`src/rtl/multicycle_control_if.sv`:
```
// Handshake and control bundle between the multicycle controller and its
// datapath/memory. The controller uses the master view; the datapath side
// (or a testbench) uses the slave view.
interface multicycle_control_if;
  logic [6:0] opcode;
  logic       mem_ready;
  logic       pc_write;
  logic       ir_write;
  logic       ALUSrc;
  logic       memToReg;
  logic       regWrite;
  logic       memRead;
  logic       memWrite;
  logic       branch;
  logic       jump;
  logic       instr_done;
  logic       illegal;
  logic [1:0] ALUOp;
  logic [2:0] state;

  modport master (
    input  opcode, mem_ready,
    output pc_write, ir_write, ALUSrc, memToReg, regWrite, memRead,
           memWrite, branch, jump, instr_done, illegal, ALUOp, state
  );

  modport slave (
    output opcode, mem_ready,
    input  pc_write, ir_write, ALUSrc, memToReg, regWrite, memRead,
           memWrite, branch, jump, instr_done, illegal, ALUOp, state
  );
endinterface

```
`src/rtl/multicycle_control.sv`:
```
// Multicycle RISC-style control FSM: IDLE -> FETCH -> DECODE -> EXEC ->
// (MEM) -> (WB) -> FETCH, with a TRAP sink for illegal opcodes and memory
// timeouts. Outputs decode the registered state/opcode (plus mem_ready for
// handshake completion pulses), so asynchronous reset clears them at once.
module multicycle_control #(
  parameter int SUPPORT_IMM = 1,
  parameter int SUPPORT_JAL = 1,
  parameter int MEM_TIMEOUT = 16
) (
  input  logic                  clk,
  input  logic                  rst,
  multicycle_control_if.master  bus
);

  typedef enum logic [2:0] {
    S_IDLE   = 3'd0,
    S_FETCH  = 3'd1,
    S_DECODE = 3'd2,
    S_EXEC   = 3'd3,
    S_MEM    = 3'd4,
    S_WB     = 3'd5,
    S_TRAP   = 3'd6
  } state_e;

  localparam logic [6:0] OP_R      = 7'b0110011;
  localparam logic [6:0] OP_IMM    = 7'b0010011;
  localparam logic [6:0] OP_LOAD   = 7'b0000011;
  localparam logic [6:0] OP_STORE  = 7'b0100011;
  localparam logic [6:0] OP_BRANCH = 7'b1100011;
  localparam logic [6:0] OP_JAL    = 7'b1101111;

  // A zero timeout still needs a 1-bit counter so the logic stays well formed.
  localparam int CW = (MEM_TIMEOUT > 0) ? $clog2(MEM_TIMEOUT + 1) : 1;
  localparam logic [CW-1:0] WAIT_LAST = (MEM_TIMEOUT > 0) ? CW'(MEM_TIMEOUT - 1) : '0;
  localparam logic [CW-1:0] WAIT_ONE  = CW'(1);

  state_e        state_q, state_d;
  logic [6:0]    op_q, op_d;
  logic [CW-1:0] wait_q, wait_d;
  logic          timeout_s;

  logic       pc_write_s, ir_write_s, alu_src_s, mem_to_reg_s, reg_write_s;
  logic       mem_read_s, mem_write_s, branch_s, jump_s, instr_done_s, illegal_s;
  logic [1:0] alu_op_s;

  function automatic logic op_legal(input logic [6:0] op);
    case (op)
      OP_R, OP_LOAD, OP_STORE, OP_BRANCH: op_legal = 1'b1;
      OP_IMM:                             op_legal = (SUPPORT_IMM != 0);
      OP_JAL:                             op_legal = (SUPPORT_JAL != 0);
      default:                            op_legal = 1'b0;
    endcase
  endfunction

  // Last allowed wait cycle with memory still not ready; ready wins.
  assign timeout_s = (MEM_TIMEOUT > 0) && (wait_q == WAIT_LAST) && !bus.mem_ready;

  // Next state, opcode capture and wait counter update.
  always_comb begin
    state_d = state_q;
    op_d    = op_q;
    wait_d  = '0;
    case (state_q)
      S_IDLE: state_d = S_FETCH;
      S_FETCH: begin
        if (bus.mem_ready) begin
          state_d = S_DECODE;
        end else if (timeout_s) begin
          state_d = S_TRAP;
        end else begin
          wait_d = wait_q + WAIT_ONE;
        end
      end
      S_DECODE: begin
        op_d    = bus.opcode;
        state_d = op_legal(bus.opcode) ? S_EXEC : S_TRAP;
      end
      S_EXEC: begin
        case (op_q)
          OP_R, OP_IMM, OP_JAL: state_d = S_WB;
          OP_LOAD, OP_STORE:    state_d = S_MEM;
          OP_BRANCH:            state_d = S_FETCH;
          default:              state_d = S_TRAP;
        endcase
      end
      S_MEM: begin
        if (bus.mem_ready) begin
          state_d = (op_q == OP_LOAD) ? S_WB : S_FETCH;
        end else if (timeout_s) begin
          state_d = S_TRAP;
        end else begin
          wait_d = wait_q + WAIT_ONE;
        end
      end
      S_WB:    state_d = S_FETCH;
      S_TRAP:  state_d = S_TRAP;
      default: state_d = S_TRAP;
    endcase
  end

  // State, opcode and wait counter registers with asynchronous reset.
  always_ff @(posedge clk or posedge rst) begin
    if (rst) begin
      state_q <= S_IDLE;
      op_q    <= 7'b0000000;
      wait_q  <= '0;
    end else begin
      state_q <= state_d;
      op_q    <= op_d;
      wait_q  <= wait_d;
    end
  end

  // Control output decode from registered state and opcode.
  always_comb begin
    pc_write_s   = 1'b0;
    ir_write_s   = 1'b0;
    alu_src_s    = 1'b0;
    mem_to_reg_s = 1'b0;
    reg_write_s  = 1'b0;
    mem_read_s   = 1'b0;
    mem_write_s  = 1'b0;
    branch_s     = 1'b0;
    jump_s       = 1'b0;
    instr_done_s = 1'b0;
    illegal_s    = 1'b0;
    alu_op_s     = 2'b00;
    case (state_q)
      S_FETCH: begin
        mem_read_s = 1'b1;
        if (bus.mem_ready) begin
          ir_write_s = 1'b1;
          pc_write_s = 1'b1;
        end else begin
          ir_write_s = 1'b0;
        end
      end
      S_EXEC: begin
        case (op_q)
          OP_R:   alu_op_s = 2'b10;
          OP_IMM: begin
            alu_op_s  = 2'b10;
            alu_src_s = 1'b1;
          end
          OP_LOAD, OP_STORE: begin
            alu_op_s  = 2'b00;
            alu_src_s = 1'b1;
          end
          OP_BRANCH: begin
            alu_op_s     = 2'b01;
            branch_s     = 1'b1;
            instr_done_s = 1'b1;
          end
          OP_JAL: begin
            jump_s     = 1'b1;
            pc_write_s = 1'b1;
          end
          default: alu_op_s = 2'b00;
        endcase
      end
      S_MEM: begin
        if (op_q == OP_LOAD) begin
          mem_read_s = 1'b1;
        end else if (op_q == OP_STORE) begin
          mem_write_s  = 1'b1;
          instr_done_s = bus.mem_ready;
        end else begin
          mem_read_s = 1'b0;
        end
      end
      S_WB: begin
        reg_write_s  = 1'b1;
        instr_done_s = 1'b1;
        mem_to_reg_s = (op_q == OP_LOAD);
      end
      S_TRAP:  illegal_s = 1'b1;
      default: illegal_s = 1'b0;
    endcase
  end

  assign bus.pc_write   = pc_write_s;
  assign bus.ir_write   = ir_write_s;
  assign bus.ALUSrc     = alu_src_s;
  assign bus.memToReg   = mem_to_reg_s;
  assign bus.regWrite   = reg_write_s;
  assign bus.memRead    = mem_read_s;
  assign bus.memWrite   = mem_write_s;
  assign bus.branch     = branch_s;
  assign bus.jump       = jump_s;
  assign bus.instr_done = instr_done_s;
  assign bus.illegal    = illegal_s;
  assign bus.ALUOp      = alu_op_s;
  assign bus.state      = state_q;

endmodule

```
`src/flat_wrapper.sv`:
```
// flat-port wrapper written by rule: the top's interface ports become plain ports
module multicycle_control_flat 
#(
  parameter int SUPPORT_IMM = 1,
  parameter int SUPPORT_JAL = 1,
  parameter int MEM_TIMEOUT = 16
)
  (clk, rst, bus_opcode, bus_mem_ready, bus_pc_write, bus_ir_write, bus_ALUSrc, bus_memToReg, bus_regWrite, bus_memRead, bus_memWrite, bus_branch, bus_jump, bus_instr_done, bus_illegal, bus_ALUOp, bus_state);
  multicycle_control_if bus_i ();
  input  logic clk;
  input  logic rst;
  input wire logic [$bits(bus_i.opcode)-1:0] bus_opcode;
  input wire logic [$bits(bus_i.mem_ready)-1:0] bus_mem_ready;
  output wire logic [$bits(bus_i.pc_write)-1:0] bus_pc_write;
  output wire logic [$bits(bus_i.ir_write)-1:0] bus_ir_write;
  output wire logic [$bits(bus_i.ALUSrc)-1:0] bus_ALUSrc;
  output wire logic [$bits(bus_i.memToReg)-1:0] bus_memToReg;
  output wire logic [$bits(bus_i.regWrite)-1:0] bus_regWrite;
  output wire logic [$bits(bus_i.memRead)-1:0] bus_memRead;
  output wire logic [$bits(bus_i.memWrite)-1:0] bus_memWrite;
  output wire logic [$bits(bus_i.branch)-1:0] bus_branch;
  output wire logic [$bits(bus_i.jump)-1:0] bus_jump;
  output wire logic [$bits(bus_i.instr_done)-1:0] bus_instr_done;
  output wire logic [$bits(bus_i.illegal)-1:0] bus_illegal;
  output wire logic [$bits(bus_i.ALUOp)-1:0] bus_ALUOp;
  output wire logic [$bits(bus_i.state)-1:0] bus_state;
  assign bus_i.opcode = bus_opcode;
  assign bus_i.mem_ready = bus_mem_ready;
  assign bus_pc_write = bus_i.pc_write;
  assign bus_ir_write = bus_i.ir_write;
  assign bus_ALUSrc = bus_i.ALUSrc;
  assign bus_memToReg = bus_i.memToReg;
  assign bus_regWrite = bus_i.regWrite;
  assign bus_memRead = bus_i.memRead;
  assign bus_memWrite = bus_i.memWrite;
  assign bus_branch = bus_i.branch;
  assign bus_jump = bus_i.jump;
  assign bus_instr_done = bus_i.instr_done;
  assign bus_illegal = bus_i.illegal;
  assign bus_ALUOp = bus_i.ALUOp;
  assign bus_state = bus_i.state;
  multicycle_control #(.SUPPORT_IMM(SUPPORT_IMM), .SUPPORT_JAL(SUPPORT_JAL), .MEM_TIMEOUT(MEM_TIMEOUT)) u_core (.clk(clk), .rst(rst), .bus(bus_i));
endmodule
```
`config.mk`:
```
export PLATFORM = sky130hd
export DESIGN_NAME = multicycle_control_flat
export DESIGN_NICKNAME = d
export VERILOG_FILES = /design/src/rtl/multicycle_control_if.sv /design/src/rtl/multicycle_control.sv /design/src/flat_wrapper.sv
export SDC_FILE = /design/constraint.sdc
export NUM_CORES = 1
export LEC_CHECK = 0
export BUFFER_PORTS_ARGS = -buffer_cell sky130_fd_sc_hd__buf_2
export CAP_MARGIN = 20
export CORE_MARGIN = 2
export CORE_UTILIZATION = 43
export DETAILED_ROUTE_END_ITERATION = 6
export GPL_TIMING_DRIVEN = 0
export PLACE_DENSITY = 0.75
export SLEW_MARGIN = 20
export SYNTH_ARGS = -nofsm -noshare
export SYNTH_HDL_FRONTEND = slang
export SYNTH_SLANG_ARGS = --single-unit
```
`constraint.sdc`:
```
create_clock -name clk -period 4.2 [get_ports clk]
set_clock_uncertainty 0.2 [all_clocks]
set_input_delay 0.21 -clock clk [delete_from_list [all_inputs] [get_ports clk]]
set_output_delay 0.21 -clock clk [all_outputs]
set_load 0.02 [all_outputs]
```
==> key figures, run 1 <==
Critical path
  • Critical path class: flip-flop to output port
  • Arrival @ worst endpoint: 1.93 ns
  • CP Max Fanout: 10
  • Crit path launch type: flip-flop
  • Slowest Stage Delay on Critical Path: 0.54 ns
  • R2R depth: 4
  • Crit-path cells: nand2b_4, or4_4, nor3_2, a211o_1, buf_2
  • Slowest-stage cell, CP: or4_4
  • CP required: 3.79 ns
  • Crit. End Element: output port

Layout
  • Nets: 146
  • Fillcell total: 200
  • Ratio of cells with drive above 1 in the final layout: 29.9%
  • Register Area: 375 µm²
  • Antenna fix cells: 0
  • Area delta synth->final: 28.2%
  • Final Non-Filler Cells: roughly 160
  • Multi-input logic area: 544 µm²

Synthesis
  • Yosys reg bits: 15
  • Asr flop ratio synth: 100%
  • EDFF count, synth: 0
  • Synthesized area per cell: 9.70 µm²
  • Mapped Area: 941 µm²
  • Synth area leader: dfrtp_1
  • Count leader, synth: dfrtp_1
  • Register area share after synthesis: 39.9%
  • Main synth FF type: dfrtp_1
  • Syn Nets: about 110
  • Top-area cell type share of the netlist area: 39.9%
  • Number of distinct library cells after synthesis: 37
  • Commonest cells post-synth: 15 x dfrtp_1, 10 x nor2_1, 8 x nand2_1
  • Post-Synthesis Cells: 97
  • Synth warnings: 0
  • Area contributors post-synth: dfrtp_1 40%, mux2_1 7.2%, nor2_1 4.0%

GRT
  • Largest net degree at the start of global routing: 16
  • GRT Overall Usage: 19.6%
  • Vias in the first global route: slightly below 900
  • Global-route wire length before repair: between 3000 and 4000 µm
  • Gr ovfl total: 0
  • Initial antenna violation count: 0

Pwr
  • Leak Pwr: 0.555 nW
  • Pwr Density: 591 nW/µm²
  • IR drop worst, VDD: 330 µV

Placed design
  • Placed cells: 149
  • HPWL after detailed placement: roughly 1700 µm
  • PortBufs: 25
  • RePlAce Congestion: 0.797

Job
  • Max_cap viols: 0

Floorplanning
  • Die Wd: approximately 50 µm
  • Die outline area: 2580 µm²
  • Die height: 50.8 µm
  • Core Region: just over 2000 µm²
  • Rows: 16
  • I/O Pins: 26
  • Effective utilization at floorplan: 46.5%

Clock tree
  • Clock Tree Root: clkbuf_4
  • CTS tree: done
  • Postcts setup bufs: 0
  • Clk Latency, worst-skew pair: approximately 0.27 ns
  • CTS Sinks: 15
  • CTS H-Tree Depth: 1
  • Clock Tree Buf Depth: 2
  • Clk slew on worst S/H paths: approximately 0.08 ns
  • Cts repair resizes: 0
  • CTS Buf Count: 3
  • Hold-fix buffers at CTS: 8

STA
  • Final Setup Violations: 0
  • RSZ-0062 raised after global routing: no
  • Post-layout minimum cycle time: approximately 2.3 ns
  • Fin crit share: 55.8%
  • Hold Fails Final Rpt: 0
  • Worst slew margin: a little under three fifths
  • Worst slew pin tran: 0.648 ns
  • Slew Limit Fails: 0
  • Final setup TNS: 0 ns
  • Fmax: approximately 0.43 GHz

Detailed routing
  • Wire per inst: 13.6 µm
  • DR vias/cell: 5.48
  • Vias: roughly 880
  • First-pass detailed-route iteration total: 4
  • DRC violations left: 0
  • Total Wirelength: 2190 µm
  • Initial DRC Count: 25
  • Final ANT Viol Nets: 0

Hold path
  • Hold Crit Depth: 3
  • Hold Crit Class: input port to flip-flop

Status
  • Status: completed
[layer usage]
metal  up-vias  wire, µm  track usage (%)
met5         -         0                0
met2        32      1060             33.8
met3         4       130             2.98
met1       414       953             23.7
li1        433         -                -
met4         0        43             9.46
[placed cells by master, fill, tap and decap left out, types with 2 or more instances in the layout]
cell	count
or4_4	2
o211ai_1	2
mux2_1	6
nand3_1	4
nand2b_1	5
nor3_1	5
dlygate4sd3_1	8
a21oi_1	2
nor4_1	4
o21ai_0	3
dfrtp_1	15
nor3b_1	2
buf_2	27
nor2_1	10
inv_1	3
and3_1	3
nand2_1	8
clkbuf_4	3
[power by group]
group          internal (W)  switching [W]  total [W]
clock             0.0000367      0.0000401  0.0000768
combinational      0.000151       0.000208   0.000359
sequential         0.000199      0.0000779   0.000277
total              0.000387       0.000326   0.000712
[area by class of cell]
class | count | area share, %
inverters | 3 | 0.934
multi-input cells | 77 | 45.1
well taps | 27 | 2.80
repair buffers | 33 | 17.0
clock buffers | 4 | 2.18
flip-flops and latches | 15 | 31.1
plain buffers | 2 | 0.830
[sequential cells by signal, indices dropped and copies added, names as in the netlist]
signal and cells:
u_core.wait_q 5, u_core.bus.state 3, u_core.op_q 7
[path summary, 6_finish.rpt]
kind                                           from                  end  slack, ns
worst min-delay path                  bus_mem_ready  u_core.bus.state[0]       0.15
worst max register to register       u_core.op_q[2]  u_core.bus.state[2]       2.33
min in group asynchronous                       rst       u_core.op_q[5]       0.32
max in group asynchronous                       rst  u_core.bus.state[0]       3.11
worst min register to register     u_core.wait_q[0]     u_core.wait_q[0]       0.28
worst max-delay path            u_core.bus.state[2]       bus_instr_done       1.86
[through the flow]
| step | power (W) | cell area (µm²) | hold WS, ns | util, % | worst slack (ns) |
|---|---|---|---|---|---|
| after global routing | 0.000771 | 1210 | 0.119 | 59.7 | 1.69 |
| after global placement | 0.000614 | 1100 | 0.0800 | 54.4 | 2.16 |
| final | 0.000712 | 1210 | 0.148 | 59.7 | 1.86 |
| after detailed placement | 0.000632 | 1100 | 0.0874 | 54.4 | 2.14 |
| after CTS | 0.000717 | 1210 | 0.136 | 59.7 | 1.83 |
| after floorplan | 0.000526 | 941 | -0.0885 | - | 1.78 |
[critical path, delay by kind of cell (launching register included)]
family | cells | cell delay [ns]
simple gates | 3 | 0.91
flops | 1 | 0.48
buf+inv | 1 | 0.15
compound gates | 1 | 0.12
[kinds of logic (layout without fill, tap and decap cells)]
group / count (synthesis) / in the layout / synth area share (%)
compound gates: 14 / 14 / 11.7
fa+ha+maj: 1 / 1 / 1.33
flops: 15 / 15 / 39.9
simple gates: 54 / 54 / 35.8
xor+xnor: 2 / 2 / 1.86
buf+inv: 5 / 42 / 2.26
mux: 6 / 6 / 7.18
No activity file was read; power rests on OpenSTA's default activity.
==> inputs of run 2 (changes only) <==
==> constraint.sdc (replaced) <==
create_clock -name clk -period 2.2 [get_ports clk]
set_clock_uncertainty 0.2 [all_clocks]
set_input_delay 0.11 -clock clk [delete_from_list [all_inputs] [get_ports clk]]
set_output_delay 0.11 -clock clk [all_outputs]
set_load 0.02 [all_outputs]
==> key figures, run 2 (synthesis gave the netlist of run 1 again) <==
Clock tree
  • CTS H-Tree Depth: 1 (unchanged)
  • CTS Buf Count: 3 (unchanged)
  • Clk Latency, worst-skew pair: 0.29 ns (was 0.27 ns)
  • Clk slew on worst S/H paths: 0.08 ns (about the same)
  • Clock Tree Root: clkbuf_4 (unchanged)
  • CTS tree: done (unchanged)
  • CTS Sinks: 15 (unchanged)
  • Clock Tree Buf Depth: 2 (unchanged)

Hold path
  • HP Start: bus_mem_ready (unchanged)
  • Min-Delay Endpoint: u_core.bus.state[0] (unchanged)
  • Hold Crit Depth: 3 (unchanged)
  • Hold Crit Class: input port to flip-flop (unchanged)

Pwr
  • Leak Pwr: 0.581 nW (was 0.555 nW)
  • Sw frac: 44.5% (was 45.7%)
  • Clock share of power: 10.8% (about the same)
  • Share of total power in combinational logic: 55.2% (was 50.4%)
  • Net switching power: 0.000661 W (was 0.000326 W)
  • Power share of the sequential group: 34.1% (was 38.8%)
  • IR drop worst, VDD: 647 µV (was 330 µV)
  • Internal power: 0.000825 W (was 0.000387 W)
  • Pwr Density: 1170 nW/µm² (was 591 nW/µm²)

Placed design
  • Dpl ws: 0.243 ns (was 2.14 ns)
  • Placed cell areas: 1100 µm² (about the same)
  • PortBufs: 25 (unchanged)
  • HPWL after detailed placement: 1610 µm (was 1650 µm)
  • RePlAce Congestion: 0.812 (was 0.797)

Critical path
  • Reg2Reg Setup Slack: 0.35 ns (was 2.33 ns)
  • Critical path class: flip-flop to output port (unchanged)
  • Slowest Stage Delay on Critical Path: 0.46 ns (was 0.54 ns)
  • CP required: 1.89 ns (was 3.79 ns)
  • R2R depth: 3 (was 4)
  • RR Startpoint: u_core.bus.state[2] (was u_core.op_q[2])
  • Slowest-stage cell, CP: or4_4 (unchanged)
  • Arrival @ worst endpoint: 1.83 ns (was 1.93 ns)
  • CP Max Fanout: 6 (was 10)
  • Crit path launch type: flip-flop (unchanged)
  • Crit. End Element: output port (unchanged)
  • Delay-heaviest family, CP: simple AND/OR/NAND/NOR gates (unchanged)
  • Reg2reg end: u_core.op_q[2] (was u_core.bus.state[2])
  • Crit-path cells: nand4bb_4, or4_4, o21a_1, nor2_1, buf_4 (was nand2b_4, or4_4, nor3_2, a211o_1, buf_2)
  • Worst Path Buf+Inv: 1 (unchanged)

Floorplanning
  • Rows: 16 (unchanged)
  • Die height: 50.8 µm (unchanged)
  • Die outline area: 2580 µm² (unchanged)
  • I/O Pins: 26 (unchanged)
  • Core Region: 2020 µm² (unchanged)
  • Effective utilization at floorplan: 46.5% (unchanged)
  • Die Wd: 50.8 µm (unchanged)

STA
  • Final Setup Violations: 0 (unchanged)
  • Worst slew margin: 57.0% (was 56.6%)
  • RSZ-0062 raised after global routing: yes (was no)
  • Worst slew pin tran: 0.642 ns (was 0.648 ns)
  • Post-layout minimum cycle time: 2.14 ns
  • Final setup TNS: 0 ns (unchanged)
  • Hold Fails Final Rpt: 0 (unchanged)
  • Slew Limit Fails: 0 (unchanged)
  • Post-route setup slack: 0.0602 ns (was 1.86 ns)
  • Fmax: 0.467 GHz
  • Fin crit share: between 90 and 100%

Layout
  • Biggest register: u_core.op_q (unchanged)
  • Design area: 1270 µm² (was 1210 µm²)
  • Antenna fix cells: 0 (unchanged)
  • Area delta synth->final: 34.8% (was 28.2%)
  • Flip-flop count of the largest register after layout: 7 (unchanged)
  • Nets: 151 (was 146)
  • Most frequent cells in the layout: 24 x buf_2, 12 x dfrtp_1, 10 x nor2_1 (was 27 x buf_2, 15 x dfrtp_1, 10 x nor2_1)
  • Commonest non-fill, non-tap cell in the layout: buf_2 (unchanged)
  • Ratio of cells with drive above 1 in the final layout: 35.3% (was 29.9%)

GRT
  • Global-route wire length before repair: 3660 µm (was 3740 µm)
  • GRT Overall Usage: 19.1% (was 19.6%)
  • Initial antenna violation count: 0 (unchanged)
  • Largest net degree at the start of global routing: 16 (unchanged)
  • Vias in the first global route: 813 (was 866)
  • Gr ovfl total: 0 (unchanged)

Detailed routing
  • First-pass detailed-route iteration total: 4 (unchanged)
  • Vias: 880 (was 883)
  • Initial DRC Count: 12 (was 25)
  • DR vias/cell: 5.30 (was 5.48)
  • Wire per inst: 13.4 µm (was 13.6 µm)
  • Total Wirelength: 2220 µm (was 2190 µm)
  • Final ANT Viol Nets: 0 (unchanged)
  • DRC violations left: 0 (unchanged)

Job
  • Max_cap viols: 0 (unchanged)

Status
  • Status: completed (unchanged)
-- run 2: cell types whose count changed in the layout (fill, tap and decap cells not counted) --
cell,previous run,this run
buf_4,0,7
buf_2,27,24
dfrtp_1,15,12
dfrtp_2,0,3
a2111oi_0,1,0
a2111oi_1,0,1
buf_6,0,1
nand2b_1,5,4
nand2b_2,0,1
nor3_2,1,0
nor3_4,0,1
-- run 2: metal layers --
layer	wire [µm]	up-vias	GRT usage [%]
li1	-	438	-
met1	1020	414	24.7
met2	1070	23	32.2
met3	95	5	2.08
met4	44	0	8.11
met5	0	-	0
-- run 2: power by group through the flow --
stage / registers, W / logic (W) / clock network, W
2_1_floorplan: 0.000528 / 0.000478 / 0
3_3_place_gp: 0.000520 / 0.000655 / 0
3_5_place_dp: 0.000530 / 0.000671 / 0
4_1_cts: 0.000498 / 0.000747 / 0.000160
5_1_grt: 0.000523 / 0.000894 / 0.000172
6_report: 0.000506 / 0.000819 / 0.000160
-- run 2: area by class of cell --
type	instances	area (µm²)
repair buffers	38	248
multi-input cells	77	554
inverters	3	11.3
fillers	176	753
flip-flops and latches	15	379
clock buffers	4	26.3
plain buffers	2	16.3
well taps	27	33.8
-- run 2: repair_timing --
| item | 4_1_cts | 5_1_grt |
|---|---|---|
| hold buffers | 8 | 0 |
| setup endpoints to repair | 4 | 2 |
| gates resized for setup | 2 | 7 |
| setup buffers | 2 | 3 |
| hold endpoints to repair | 22 | 0 |
| gates cloned | 0 | 0 |
-- run 2: worst max-delay path by stage --
| stage | startpoint | slack, ns | to | cells past startpoint |
|---|---|---|---|---|
| global route | u_core.op_q[3] | -0.02 | bus_memRead | 5 |
| floorplan | u_core.bus.state[0] | 0.05 | bus_instr_done | 5 |
| detailed placement | u_core.bus.state[2] | 0.24 | bus_instr_done | 5 |
| CTS | u_core.op_q[6] | 0.007 | bus_instr_done | 5 |
| finish | u_core.op_q[3] | 0.06 | bus_memRead | 5 |
| global placement | u_core.bus.state[2] | 0.26 | bus_instr_done | 5 |
-- run 2: worst min-delay path, delay by kind of cell --
kind	cells	cell delay [ns]
AOI/OAI and AO/OA	1	0.09
and+or+nand+nor	1	0.13
buffers and inverters	1	0.14
-- run 2: stage by stage --
| stage | power (W) | instances | utilization (%) | hold WS, ns |
|---|---|---|---|---|
| floorplan | 0.00101 | 97 | - | -0.189 |
| global placement | 0.00117 | 149 | 54.5 | -0.00787 |
| detailed placement | 0.00120 | 149 | 54.5 | -0.0114 |
| CTS | 0.00140 | 163 | 60.6 | 0.0200 |
| global route | 0.00159 | 166 | 62.7 | 0.0286 |
| finish | 0.00149 | 166 | 62.7 | 0.0226 |
